--- config.mk ---
export PLATFORM = sky130hd
export DESIGN_NAME = multicycle_control
export DESIGN_NICKNAME = d
export VERILOG_FILES = /design/src/rtl/multicycle_control.sv
export SDC_FILE = /design/constraint.sdc
export NUM_CORES = 1
export LEC_CHECK = 0
export ABC_CLOCK_PERIOD_IN_PS = 2300
export CAP_MARGIN = 25
export CORE_MARGIN = 8
export CORE_UTILIZATION = 32
export CTS_CLUSTER_SIZE = 24
export DETAILED_ROUTE_END_ITERATION = 12
export GPL_ROUTABILITY_DRIVEN = 1
export PLACE_DENSITY_LB_ADDON = 0.15
export REMOVE_ABC_BUFFERS = 1
export SETUP_SLACK_MARGIN = 0.02
export SYNTH_ARGS = -nofsm -noshare
export SYNTH_HDL_FRONTEND = slang
export SYNTH_SLANG_ARGS = --single-unit
--- constraint.sdc ---
create_clock -name clk -period 2.3 [get_ports clk]
set_clock_uncertainty 0.15 [all_clocks]
set_input_delay 0.46 -clock clk [delete_from_list [all_inputs] [get_ports clk]]
set_output_delay 0.46 -clock clk [all_outputs]
set_load 0.05 [all_outputs]
--- src/rtl/multicycle_control.sv ---
// Multi-cycle RV32I control FSM: fetch/decode/execute/memory/writeback sequencing.
// Optional retired-instruction counter enabled with `define INSTRET_CNT_EN.
module multicycle_control #(
  parameter int ALUCTRL_W = 3,
  parameter int IMMSRC_W  = 3
) (
  input  logic                 clk,
  input  logic                 rst_n,
  input  logic [31:0]          instr,
  input  logic                 zero,
  input  logic                 mem_ready,
  output logic                 mem_req,
  output logic                 mem_we,
  output logic                 adr_src,
  output logic                 ir_we,
  output logic                 pc_we,
  output logic                 reg_we,
  output logic [1:0]           alu_src_a,
  output logic [1:0]           alu_src_b,
  output logic [ALUCTRL_W-1:0] alu_ctrl,
  output logic [IMMSRC_W-1:0]  imm_src,
  output logic [1:0]           result_src,
  output logic                 illegal,
  output logic [31:0]          instret
);
  typedef enum logic [3:0] {
    S_RST, S_FETCH, S_DECODE, S_EXEC_R, S_EXEC_I, S_ALUWB, S_MEMADR,
    S_MEMRD, S_MEMWB, S_MEMWR, S_BRANCH, S_JAL, S_TRAP
  } state_t;

  localparam logic [6:0] OP_R   = 7'b0110011;
  localparam logic [6:0] OP_I   = 7'b0010011;
  localparam logic [6:0] OP_LD  = 7'b0000011;
  localparam logic [6:0] OP_ST  = 7'b0100011;
  localparam logic [6:0] OP_BR  = 7'b1100011;
  localparam logic [6:0] OP_JAL = 7'b1101111;

  state_t      state_q, state_d;
  logic        illegal_q;
  logic [2:0]  alu_sel, imm_sel, alu_base;
  logic [6:0]  opcode, funct7;
  logic [2:0]  funct3;
  logic        f3_ok, f7_ok;
  logic        unused_instr;

  assign opcode       = instr[6:0];
  assign funct3       = instr[14:12];
  assign funct7       = instr[31:25];
  assign unused_instr = ^{instr[24:15], instr[11:7]};

  assign f3_ok = (funct3 == 3'b000) || (funct3 == 3'b010) || (funct3 == 3'b100) ||
                 (funct3 == 3'b110) || (funct3 == 3'b111);
  assign f7_ok = (funct7 == 7'b0000000) || (funct7 == 7'b0100000);

  always_comb begin
    alu_base = 3'd0;
    case (funct3)
      3'b010:  alu_base = 3'd5;
      3'b100:  alu_base = 3'd4;
      3'b110:  alu_base = 3'd3;
      3'b111:  alu_base = 3'd2;
      default: alu_base = 3'd0;
    endcase
  end

  always_ff @(posedge clk or negedge rst_n) begin
    if (!rst_n) begin
      state_q   <= S_RST;
      illegal_q <= 1'b0;
    end else begin
      state_q <= state_d;
      if (state_d == S_TRAP) illegal_q <= 1'b1;
    end
  end

  always_comb begin
    state_d    = state_q;
    mem_req    = 1'b0;
    mem_we     = 1'b0;
    adr_src    = 1'b0;
    ir_we      = 1'b0;
    pc_we      = 1'b0;
    reg_we     = 1'b0;
    alu_src_a  = 2'd0;
    alu_src_b  = 2'd0;
    alu_sel    = 3'd0;
    imm_sel    = 3'd0;
    result_src = 2'd0;
    case (state_q)
      S_RST: state_d = S_FETCH;
      S_FETCH: begin
        mem_req    = 1'b1;
        alu_src_b  = 2'd2;
        result_src = 2'd2;
        if (mem_ready) begin
          ir_we   = 1'b1;
          pc_we   = 1'b1;
          state_d = S_DECODE;
        end
      end
      S_DECODE: begin
        // ALU precomputes the branch target from oldPC + B-immediate
        alu_src_a = 2'd1;
        alu_src_b = 2'd1;
        imm_sel   = 3'd2;
        case (opcode)
          OP_R:         state_d = (f3_ok && f7_ok) ? S_EXEC_R : S_TRAP;
          OP_I:         state_d = f3_ok ? S_EXEC_I : S_TRAP;
          OP_LD, OP_ST: state_d = S_MEMADR;
          OP_BR:        state_d = (funct3[2:1] == 2'b00) ? S_BRANCH : S_TRAP;
          OP_JAL:       state_d = S_JAL;
          default:      state_d = S_TRAP;
        endcase
      end
      S_EXEC_R: begin
        alu_src_a = 2'd2;
        alu_sel   = (funct3 == 3'b000 && funct7[5]) ? 3'd1 : alu_base;
        state_d   = S_ALUWB;
      end
      S_EXEC_I: begin
        alu_src_a = 2'd2;
        alu_src_b = 2'd1;
        alu_sel   = alu_base;
        state_d   = S_ALUWB;
      end
      S_ALUWB: begin
        reg_we  = 1'b1;
        state_d = S_FETCH;
      end
      S_MEMADR: begin
        alu_src_a = 2'd2;
        alu_src_b = 2'd1;
        imm_sel   = opcode[5] ? 3'd1 : 3'd0;
        state_d   = opcode[5] ? S_MEMWR : S_MEMRD;
      end
      S_MEMRD: begin
        mem_req = 1'b1;
        adr_src = 1'b1;
        if (mem_ready) state_d = S_MEMWB;
      end
      S_MEMWB: begin
        reg_we     = 1'b1;
        result_src = 2'd1;
        state_d    = S_FETCH;
      end
      S_MEMWR: begin
        mem_req = 1'b1;
        mem_we  = 1'b1;
        adr_src = 1'b1;
        if (mem_ready) state_d = S_FETCH;
      end
      S_BRANCH: begin
        alu_src_a = 2'd2;
        alu_sel   = 3'd1;
        pc_we     = funct3[0] ? ~zero : zero;
        state_d   = S_FETCH;
      end
      S_JAL: begin
        alu_src_a = 2'd1;
        alu_src_b = 2'd2;
        imm_sel   = 3'd3;
        pc_we     = 1'b1;
        reg_we    = 1'b1;
        state_d   = S_FETCH;
      end
      S_TRAP:  state_d = S_TRAP;
      default: state_d = S_RST;
    endcase
  end

  assign alu_ctrl = ALUCTRL_W'(alu_sel);
  assign imm_src  = IMMSRC_W'(imm_sel);
  assign illegal  = illegal_q;

`ifdef INSTRET_CNT_EN
  // Any entry into FETCH other than a fetch stall or reset exit completes an instruction
  logic        retire;
  logic [31:0] instret_q;
  assign retire = (state_d == S_FETCH) && (state_q != S_FETCH) && (state_q != S_RST);
  always_ff @(posedge clk or negedge rst_n) begin
    if (!rst_n)      instret_q <= '0;
    else if (retire) instret_q <= instret_q + 32'd1;
  end
  assign instret = instret_q;
`else
  assign instret = '0;
`endif
endmodule

### Word level (Yosys, flattened, before mapping)

Cells that the tools add are included.
W data, S select, Z words.

| storage, ports and cells | value |
|---|---|
| flip-flop bits (word level) | 5 |
| bits in latches | 0 |
| memory bits (writable) | 0 |
| ROM bits | 0 |
| bits of input ports | 36 |
| word-level logic and storage cells | 73 |
| memories | 0 |

| operators by class | value |
|---|---|
| add/sub/neg operators | 0 |
| multipliers | 0 |
| divide/modulo/power cells | 0 |
| $lt $le $gt $ge | 0 |
| equal/unequal tests | 24 |
| shifts and indexed selects | 0 |
| mux-type cells | 25 |
| bitwise operators | 1 |
| reductions and logical operators | 21 |

Operators by type and width:

| cell | number |
|---|---|
| $pmux W4 S8 | 1 |
| $eq A4 B4 Y1 const B | 6 |
| $mux W4 | 6 |
| $eq A7 B6 Y1 const B | 3 |
| $pmux W4 S5 | 1 |
| $eq A4 B3 Y1 const B | 4 |
| $eq A7 B7 Y1 const B | 2 |
| $pmux W2 S2 | 3 |
| $pmux W3 S4 | 1 |
| $reduce_or A2 Y1 | 5 |
| $eq A3 B3 Y1 const B | 3 |
| $pmux W3 S3 | 1 |
| $reduce_or A3 Y1 | 3 |
| $eq A4 B2 Y1 const B | 2 |
| $mux W1 | 8 |
| $eq A7 B2 Y1 const B | 1 |
| $eq A7 B5 Y1 const B | 1 |
| $logic_not A7 Y1 | 1 |
| $mux W3 | 2 |
| $pmux W2 S3 | 1 |
| $logic_or A1 B1 Y1 | 5 |
| $reduce_or A5 Y1 | 1 |
| $eq A4 B1 Y1 const B | 1 |
| $logic_not A4 Y1 | 1 |
| 7 further kinds | 8 |

### Depth between registers and ports, before layout

| depth | value |
|---|---|
| word-level depth | 10 |
| gate-level depth with buffers | 6 |

### Worst setup path before layout

Ideal clock, no wire load.

| timing path | value |
|---|---|
| kind | register to output |
| start | register state_q[0] |
| end | output port ir_we |
| data arrival time | 2735 ps |
| slack | -1045 ps |
| cell stages (with the launch flop) | 6 |
| path buffers | 2 |
| cell sequence | dfrtp_1 > clkbuf_1 > clkbuf_1 > nand2_1 > nor3_1 > and2_1 |

| on the way | value |
|---|---|
| longest elaborated chain between the ends | 2 |

Ends and longest elaborated chain:

| element | line | source |
|---|---|---|
| start, declared | 38 | `state_t state_q, state_d;` |
| start signal, assigned | 71 | `state_q <= state_d;` |
| $eq A4 B1 Y1 | 89 | `case (state_q)` |
| $mux W1 | 89 |  |
| end, declared | 15 | `output logic ir_we,` |

No other way between the ends.

### Worst setup path after layout

| timing path | value |
|---|---|
| start | register state_q[2] |
| end | output port alu_ctrl[0] |

| on the way | value |
|---|---|
| longest elaborated chain between the ends | 2 |
| elaborated cells on any way between the ends | 4 |
| those cells by class | 3 x eq/ne; 1 x mux |

Ends and longest elaborated chain:

| element | line | source |
|---|---|---|
| $eq A4 B4 Y1 (tied with other cells) | 89 |  |
| $pmux W3 S3 (*) | 89 |  |
| end, declared | 20 | `output logic [ALUCTRL_W-1:0] alu_ctrl,` |

Every way passes the cells marked *; elsewhere a longest branch is shown, timed or not.

==> results.yml <==
clock_tree:
  numCtsBuffers: 3
  ctsLongestPathBuffers: 2
  root_buffer: "clkbuf_4"
  cts.sinks: 5
  clk_pin_slew_ns: 0.05
  cts_tree: "done"
  hold_buffers: 0
  clk-insertion-delay-late_ns: 0.25
  htreeDepth: 1
finish:
  seq_area_um2: 129
  nNetsFinal: 244
  area_delta_synth_final_pct: 74.1
  drive_gt1_frac: 0.343
  multi_input_area_um2: 786
  n_fill_cell: 300
  final_common_cell: "conb_1"
  layout_common_cells: "33 x conb_1, 27 x buf_4, 17 x buf_12, 16 x clkdlybuf4s50_1, 13 x nand2_1"
  n_antenna_cell: 0
global_route:
  grt_pass1_wl_mm: 5.24
  grtUsageMet3: 0.0399
  use_met2: 0.211
  use_met1: 0.132
  grt_remaining_overflow: 0
  grt_max_degree: 14
  grt-busiest-layer: "met2"
  grt_pass1_vias: 1168
  antenna_found_initial: 0
  grt_use_total: 0.118
job:
  drv_cap: 0
min_path:
  min_path_type: "input pin to asynchronous set/reset pin"
synthesis:
  ys_async_sr_fraction: 1.00
  ys_seq_elements: 5
  synth.avg_cell_area_um2: 7.05
  ys.flop_type: "dfrtp_1"
  yosys_warnings: 0
  synth_edf_count: 0
  yosysUniqueCellTypes: 46
  netlist_area_mm2: 0.00102
  yosysSeqAreaShare: 0.122
  netlist_instances: 145
timing:
  drv_slew: 0
  fmax_mhz: 449
  period_needed_ns: 2.23
  worstMarginPinSlew_ns: 0.496
  grt_setup_unrepaired: "yes"
  slew_headroom: 0.668
  fin_ws_ns: 0.0747
  period_share: 0.968
  hold_ws_ns: 0.287
  final_hold_viol_count: 0
  setup_viol: 0
drt:
  drt_first_iter_violations: 72
  drc: 0
  viasPerCell: 4.50
  dr_total_vias: 1130
  dr.pass1.iters: 4
  wirelength_mm: 3.05
  wl_per_cell_um: 12.2
  final_antenna_net_count: 0
pwr:
  netSwitchingPower_mw: 1.34
  intPower_mw: 1.25
  ir_drop_mv: 0.417
  power_frac_comb: 0.884
  power_mw: 2.59
  p_leak_nw: 0.775
  p_clk_frac: 0.041
  p_per_area_mw_per_mm2: 1460
  sequentialPowerShare: 0.075
  swShare: 0.518
setup_path:
  crit_fanout: 3
  cpPeakStageDelay_ns: 0.42
  worstPathCellList: "nor4b_2 > a31oi_1 > o32ai_2 > buf_4 > buf_12"
  critPathCaptureType: "primary output"
  crit_path_start_kind: "flip-flop"
  cp.arrival_ns: 1.62
  critical_path_class: "flip-flop to primary output"
  required_ns: 1.69
  slowest_stage: "dfrtp_1"
die:
  initial_core_util: 0.335
  die_w_um: 72.5
  rows: 20
  io_pins: 87
  core_region_area_mm2: 0.00305
  die_h_um: 72.5
  dieArea_mm2: 0.00526
place:
  place_ws_ns: -0.120
  io_buffer_count: 38
  gp_congestion: 0.830
  place_hpwl_mm: 2.55
run_status:
  outcome: "finished, final reports clean"
[power by group through the flow]
stage,registers [mW],clock network [mW],logic (mW)
after floorplan,0.304,0,1.02
after global placement,0.198,0,2.04
after detailed placement,0.199,0,2.05
after CTS,0.186,0.106,2.18
after global routing,0.201,0.115,2.45
final,0.194,0.106,2.29
[path summary, 6_finish.rpt]
check | to | depth (start not counted) | start | slack (ns)
max | alu_ctrl[0] | 5 | state_q[2] | 0.07
min | state_q[0] | 1 | rst_n | 0.29
max reg2reg | illegal | 7 | state_q[0] | 0.14
min reg2reg | illegal | 1 | illegal | 0.32
max in group asynchronous | state_q[3] | 1 | rst_n | 1.50
min in group clk | illegal | 1 | illegal | 0.32
[logic make-up (layout without fill, tap and decap cells)]
group,after synthesis,in the layout,synth area share
and+or+nand+nor,60,60,0.318
buffers and inverters,43,73,0.283
AOI/OAI and AO/OA,30,30,0.218
DFF,5,5,0.122
xor gates and xnor gates,4,4,0.0343
muxes,2,2,0.0208
other,1,33,0.00367
[synth_stat cells, types with 2 or more instances]
| library cell | instances | share of area |
|---|---|---|
| nand3b_1 | 2 | 0.015 |
| a31oi_1 | 3 | 0.018 |
| clkbuf_1 | 7 | 0.026 |
| dfrtp_1 | 5 | 0.12 |
| buf_4 | 34 | 0.25 |
| a21boi_0 | 2 | 0.015 |
| o21ai_0 | 5 | 0.024 |
| nor3_1 | 7 | 0.034 |
| or2_2 | 3 | 0.018 |
| xor2_1 | 3 | 0.026 |
| nor2_1 | 11 | 0.040 |
| a21oi_1 | 2 | 0.0098 |
| nor3b_1 | 3 | 0.022 |
| nand2b_1 | 6 | 0.037 |
| o21a_1 | 3 | 0.022 |
| nor2b_1 | 4 | 0.024 |
| nand2_1 | 14 | 0.051 |
| inv_1 | 2 | 0.0073 |
| and2_1 | 2 | 0.012 |
[routing by layer]
metal	vias up	routed length, um
li1	566	-
met1	513	1240
met2	49	1550
met3	2	247
met4	0	17
met5	-	0
[worst max-delay path: cells and delay by family (launching register included)]
kind	cells	cell delay, ns
DFF	1	0.42
and+or+nand+nor	1	0.27
buffers and inverters	2	0.28
AOI/OAI and AO/OA	2	0.39
[layout make-up]
class / count / share of cell area
Multi-Input combinational cell: 129 / 0.442
Timing Repair Buffer: 67 / 0.435
Sequential cell: 5 / 0.0724
Tap cell: 44 / 0.0309
Clock buffer: 4 / 0.0148
Inverter: 2 / 0.00563
[timing repair]
action	in CTS	in global routing
gates resized for setup	13	15
setup endpoints to repair	8	11
setup buffers	6	4
pin swaps	3	2
[registers in the layout, summed over array words and instances, names as in the netlist]
register  cells
state_q       4
illegal       1
[stage by stage]
stage	utilization	cells	instance area, um2	setup TNS, ns
2_1_floorplan	-	136	861	-4.14
3_3_place_gp	0.527	237	1610	-0.170
3_5_place_dp	0.527	237	1610	-0.308
4_1_cts	0.559	247	1710	0
5_1_grt	0.583	251	1780	-0.0331
6_report	0.583	251	1780	0
Note: power is estimated with default switching activity, not from simulation.
